===== config.mk =====
export PLATFORM = sky130hd
export DESIGN_NAME = vec_normalizer
export DESIGN_NICKNAME = d
export VERILOG_FILES = /design/src/rtl/vec_normalizer.sv
export SDC_FILE = /design/constraint.sdc
export NUM_CORES = 1
export LEC_CHECK = 0
export BUFFER_PORTS_ARGS = -buffer_cell sky130_fd_sc_hd__buf_4
export CAP_MARGIN = 20
export CORE_MARGIN = 2
export CORE_UTILIZATION = 62
export DETAILED_ROUTE_END_ITERATION = 8
export PLACE_DENSITY = 0.82
export SYNTH_ARGS = -nofsm -noshare
export SYNTH_HDL_FRONTEND = slang
export SYNTH_SLANG_ARGS = --single-unit

===== constraint.sdc =====
create_clock -name clk -period 12.4 [get_ports clk]
set_clock_uncertainty 0.1 [all_clocks]
set_input_delay 1.86 -clock clk [delete_from_list [all_inputs] [get_ports clk]]
set_output_delay 1.86 -clock clk [all_outputs]
set_load 0.005 [all_outputs]

===== src/rtl/vec_normalizer.sv =====
// vec_normalizer: normalizes an N_ELEM signed fixed-point vector via an external 1/sqrt unit.
// Optional out_sat status port enabled by defining VECNORM_SAT_STATUS_EN.
module vec_normalizer #(
   parameter int INT_WIDTH   = 12,
   parameter int FRACT_WIDTH = 4,
   parameter int N_ELEM      = 4,
   localparam int W          = INT_WIDTH + FRACT_WIDTH
) (
   input  logic              clk,
   input  logic              rst_n,
   input  logic              in_valid,
   output logic              in_ready,
   input  logic [N_ELEM*W-1:0] in_vec,
   output logic              out_valid,
   input  logic              out_ready,
   output logic [N_ELEM*W-1:0] out_vec,
   output logic              out_zero,
`ifdef VECNORM_SAT_STATUS_EN
   output logic              out_sat,
`endif
   output logic [W-1:0]      isq_data,
   output logic              isq_valid,
   input  logic              isq_ready,
   input  logic [W-1:0]      isq_result,
   input  logic              isq_result_valid,
   output logic              isq_result_ready
);
   localparam int IW = (N_ELEM > 1) ? $clog2(N_ELEM) : 1;
   localparam int PW = 2 * W + 2;
   localparam logic [W-1:0] SAT_HI = {1'b0, {(W-1){1'b1}}};
   localparam logic [W-1:0] SAT_LO = {1'b1, {(W-1){1'b0}}};

   typedef enum logic [2:0] {IDLE, SUMSQ, CHECK, ISQ_REQ, ISQ_WAIT, SCALE, OUT} state_t;

   state_t              r_state, w_next;
   logic [IW-1:0]       r_idx;
   logic signed [W-1:0] r_elem [N_ELEM];
   logic signed [W-1:0] r_out  [N_ELEM];
   logic [W-1:0]        r_acc, r_res, r_isq_data;
   logic                r_in_ready, r_zero;
`ifdef VECNORM_SAT_STATUS_EN
   logic                r_sat;
`endif
   logic                w_accept, w_last, w_acc_sat, w_hi, w_lo;
   logic signed [W:0]   w_a, w_b;
   logic signed [PW-1:0] w_prod, w_shift, w_sum;
   logic signed [W-1:0] w_scaled;

   // Shared multiplier: squares the element in SUMSQ, scales it by the inverse root in SCALE.
   assign w_accept = (r_state == IDLE) && in_valid && r_in_ready;
   assign w_last   = r_idx == IW'(N_ELEM - 1);
   assign w_a      = {r_elem[r_idx][W-1], r_elem[r_idx]};
   assign w_b      = (r_state == SUMSQ) ? w_a : $signed({1'b0, r_res});
   assign w_prod   = PW'(w_a) * PW'(w_b);
   assign w_shift  = w_prod >>> FRACT_WIDTH;
   assign w_sum    = $signed({{(PW-W){1'b0}}, r_acc}) + w_shift;
   assign w_acc_sat = w_sum > $signed({{(PW-W){1'b0}}, SAT_HI});
   assign w_hi     = w_shift > $signed({{(PW-W){1'b0}}, SAT_HI});
   assign w_lo     = w_shift < $signed({{(PW-W){1'b1}}, SAT_LO});
   assign w_scaled = w_hi ? SAT_HI : w_lo ? SAT_LO : w_shift[W-1:0];

   // State register; reset aborts any vector in flight.
   always_ff @(posedge clk or negedge rst_n) begin
      if (!rst_n) r_state <= IDLE;
      else        r_state <= w_next;
   end

   // Next-state sequencing through sum-of-squares, inverse-sqrt handshake and scaling.
   always_comb begin
      w_next = r_state;
      case (r_state)
         IDLE:     w_next = w_accept ? SUMSQ : IDLE;
         SUMSQ:    w_next = w_last ? CHECK : SUMSQ;
         CHECK:    w_next = (r_acc == '0) ? OUT : ISQ_REQ;
         ISQ_REQ:  w_next = isq_ready ? ISQ_WAIT : ISQ_REQ;
         ISQ_WAIT: w_next = isq_result_valid ? SCALE : ISQ_WAIT;
         SCALE:    w_next = w_last ? OUT : SCALE;
         OUT:      w_next = out_ready ? IDLE : OUT;
         default:  w_next = IDLE;
      endcase
   end

   // Datapath: latch input, accumulate saturating sum of squares, capture root, scale with clamp.
   always_ff @(posedge clk or negedge rst_n) begin
      if (!rst_n) begin
         r_in_ready <= 1'b0;
         r_idx      <= '0;
         r_acc      <= '0;
         r_res      <= '0;
         r_isq_data <= '0;
         r_zero     <= 1'b0;
`ifdef VECNORM_SAT_STATUS_EN
         r_sat      <= 1'b0;
`endif
         for (int i = 0; i < N_ELEM; i++) begin
            r_elem[i] <= '0;
            r_out[i]  <= '0;
         end
      end else begin
         r_in_ready <= (w_next == IDLE);
         if (w_accept) begin
            for (int i = 0; i < N_ELEM; i++) r_elem[i] <= in_vec[i*W +: W];
            r_acc  <= '0;
            r_idx  <= '0;
            r_zero <= 1'b0;
`ifdef VECNORM_SAT_STATUS_EN
            r_sat  <= 1'b0;
`endif
         end
         if (r_state == SUMSQ) begin
            r_acc <= w_acc_sat ? SAT_HI : w_sum[W-1:0];
            r_idx <= w_last ? '0 : r_idx + 1'b1;
`ifdef VECNORM_SAT_STATUS_EN
            if (w_acc_sat) r_sat <= 1'b1;
`endif
         end
         if (r_state == CHECK) begin
            if (r_acc == '0) begin
               r_zero <= 1'b1;
               for (int i = 0; i < N_ELEM; i++) r_out[i] <= '0;
            end else r_isq_data <= r_acc;
         end
         if (r_state == ISQ_WAIT && isq_result_valid) r_res <= isq_result;
         if (r_state == SCALE) begin
            r_out[r_idx] <= w_scaled;
            r_idx        <= w_last ? '0 : r_idx + 1'b1;
`ifdef VECNORM_SAT_STATUS_EN
            if (w_hi || w_lo) r_sat <= 1'b1;
`endif
         end
      end
   end

   for (genvar g = 0; g < N_ELEM; g++) begin : g_pack
      assign out_vec[g*W +: W] = r_out[g];
   end

   assign in_ready         = r_in_ready;
   assign out_valid        = (r_state == OUT);
   assign out_zero         = r_zero;
   assign isq_data         = r_isq_data;
   assign isq_valid        = (r_state == ISQ_REQ);
   assign isq_result_ready = (r_state == ISQ_WAIT);
`ifdef VECNORM_SAT_STATUS_EN
   assign out_sat          = r_sat;
`endif
endmodule


==> impl_metrics.py <==
metrics = {
    "floorplanning": {
        "io_pins": 171,
        "die_w_um": 181,
        "fp.dieH_um": 181,
        "core-area_mm2": 0.0307,
        "start_util_pct": 63.3,
        "die-area_mm2": 0.0327,
        "fp-row-count": 64,
    },
    "cts": {
        "postCtsSetupBuffers": 0,
        "cts_root_buffer": "clkbuf_16",
        "clock_latency_ns": 0.46,
        "cts_htree_levels": 4,
        "cts_buffer_depth": 2,
        "cts_inserted_buffers": 17,
        "cts_hold_buf": 0,
        "ctsResizeCount": 0,
        "cts_tree": "done",
        "cts.sinks": 183,
        "cts.clk_slew.worst_paths_ns": 0.07,
    },
    "global_route": {
        "grt_usage_pct": 36.6,
        "first_global_vias": 17031,
        "antenna_found_initial": 0,
        "overflow": 0,
        "grt_max_degree": 117,
        "grt_pass1_wl_um": 93100,
    },
    "logic_synthesis": {
        "synthCells": 2037,
        "synth_edf_count": 0,
        "synthSimpleGateAreaFrac_pct": 13.4,
        "synth_cell_types": 70,
        "synthArstFlopShare_pct": 100,
        "synth_compound_area_share_pct": 10.3,
        "ys_warn_count": 0,
        "syn_nets": 2501,
        "synthMuxAreaShare_pct": 7.78,
        "synth_seq_cells": 183,
        "syn-cell-area_mm2": 0.0194,
        "syn_area_per_cell_um2": 9.53,
        "ys_seq_area_share_pct": 23.6,
        "synth_top_family_by_area": "adder cells",
        "ys.flop_type": "dfrtp_1",
        "synthAdderAreaFrac_pct": 35.1,
        "synthXorXnorAreaFrac_pct": 1.97,
    },
    "setup_path": {
        "crit_path_start_kind": "register",
        "r2r-end": "r_acc[2]",
        "crit_top_cell": "fa_1",
        "slowest_stage": "a2111oi_4",
        "critPathMaxFanout": 18,
        "max_stage_delay_ns": 0.78,
        "reg2reg_slack_ns": 0.72,
        "r2r_start": "r_idx[0]",
        "crit_path_end_kind": "register",
        "critPathRequiredTime_ns": 12.59,
        "cp_data_arrival_time_ns": 11.87,
        "cp_top_family": "compound AO/OA/AOI/OAI gates",
        "crit_buf_inv": 5,
        "crit_type": "register to register",
        "reg2reg_depth": 31,
    },
    "placed_design": {
        "dp_hpwl_um": 44100,
        "gp_congestion": 1.03,
        "io_buffers": 170,
    },
    "route": {
        "vias_per_cell": 6.22,
        "wire_per_inst_um": 22.4,
        "drtIter0Drc": 1355,
        "firstDrtPassIters": 6,
        "drt_wl_total_um": 57600,
        "post-route-drc-count": 0,
        "vias": 15989,
        "antenna_left": 0,
    },
    "sta": {
        "finalHoldViolCount": 0,
        "period_share_pct": 94.2,
        "tns_ns": 0,
        "worst_pin_slew_ns": 1.28,
        "setup_viol": 0,
        "fin_crit_ns": 11.68,
        "rsz0062_at_grt": "false",
        "relSlewSlack_pct": 12.4,
        "finalMaxSlewViolations": 0,
        "fmax_mhz": 85.6,
    },
    "status": {
        "status": "finished clean",
    },
    "hold_path": {
        "whs_path_depth": 2,
        "hold_class": "register to register",
        "worstHoldStart": "out_vec[51]",
        "min_delay_worst_endpoint": "out_vec[51]",
    },
    "flow_run": {
        "cap_violations": 0,
    },
    "final_layout": {
        "syn_to_final_growth_pct": 11.3,
        "fin_nets": 2628,
        "utilization_pct": 70.4,
        "drive_gt1_share_pct": 16.0,
        "ff_latch_area_mm2": 0.00458,
        "nFillCells": 2261,
        "multiInputGateArea_mm2": 0.0133,
    },
}
## layout by cell type, fill, tap and decap left out, types with 14 or more instances in the layout
| cell | netlist | routed |
|---|---|---|
| nor3_1 | 16 | 16 |
| fa_1 | 277 | 277 |
| clkbuf_16 | 0 | 17 |
| inv_1 | 324 | 324 |
| nand3_1 | 18 | 18 |
| nor2_1 | 157 | 157 |
| and3_1 | 17 | 17 |
| a21oi_1 | 62 | 62 |
| mux2i_1 | 17 | 17 |
| xnor2_1 | 28 | 28 |
| ha_1 | 101 | 101 |
| o21ai_1 | 19 | 21 |
| a21o_1 | 18 | 18 |
| nand2b_1 | 14 | 14 |
| and2_1 | 33 | 33 |
| a31oi_1 | 18 | 18 |
| o21ai_0 | 116 | 114 |
| o21a_1 | 16 | 16 |
| dfrtp_1 | 183 | 182 |
| buf_4 | 1 | 187 |
| mux2_2 | 103 | 103 |
| nand2_1 | 256 | 256 |
## stage by stage
step	hold slack [ns]	instances	area [um^2]	setup slack [ns]
global route	0.412	2571	21600	0.189
detailed placement	0.365	2537	21000	0.725
global placement	0.364	2536	21000	0.756
CTS	0.388	2567	21600	0.620
finish	0.387	2572	21600	0.719
floorplan	0.371	2037	19400	3.07
## flip-flops by register name, indices dropped and copies added (netlist names)
name      flops
r_idx         2
out_zero      1
isq_data     16
out_vec      64
r_res        16
in_ready      1
r_state       3
r_acc        16
r_elem       64
## logic make-up (layout without fill, tap and decap cells)
family                     count (synthesis)  in the layout
AOI/OAI and AO/OA                        321            321
xor gates and xnor gates                  42             42
adders and majority gates                378            378
buffers and inverters                    406            544
DFF                                      183            183
muxes                                    128            128
other                                      0              1
and+or+nand+nor                          579            579
## cell usage after synthesis, drive strengths merged (10+ instances only)
master	number	area, um^2
nand4	13	81.3
mux2	103	1160
nand2b	14	87.6
o21ai	135	676
o21a	16	120
inv	325	1220
and3	17	106
nand3	18	90.1
clkbuf	66	248
xor2	13	114
buf	15	70.1
nor3	16	80.1
a21oi	63	319
or3	12	75.1
mux2i	17	170
dfrtp	183	4580
nand2	256	961
and2	33	206
fa	277	5550
xnor2	28	245
a21o	18	135
a22o	11	96.3
ha	101	1260
a31oi	18	113
nor2	157	589
nor4	10	62.6
## metal layers
metal	global-route usage, %	vias to the layer above	wire [um]
met5	0	-	0
met3	9.88	204	6690
li1	-	6824	-
met2	57.4	1008	26400
met1	47.7	7953	21500
met4	17.3	0	2970
## worst max-delay path by stage
stage	startpoint	to	slack (ns)	depth (start not counted)
2_1_floorplan	r_idx[0]	r_acc[5]	3.07	30
3_3_place_gp	r_idx[0]	r_acc[3]	0.76	31
3_5_place_dp	r_idx[0]	r_acc[4]	0.73	31
4_1_cts	r_idx[0]	r_acc[2]	0.62	31
5_1_grt	r_idx[0]	r_acc[4]	0.19	32
6_report	r_idx[0]	r_acc[2]	0.72	31
## area by class of cell
cell class	instances	share of cell area, %
multi-input combinational	1448	61.6
sequential	183	21.2
timing repair buffer	189	6.62
inverter	325	5.65
tap	396	2.29
clock buffer	20	2.11
clock inverter	10	0.556
antenna	1	0.0116
## tightest hold or removal path, cell delays in order, from the launching register on
cell and delay [ns]:
dfrtp_1 0.35, nand2_1 0.05, o21ai_0 0.06
Power is not shown: default switching activity piles up to over one toggle a cycle in this logic, so the estimate is an artifact.
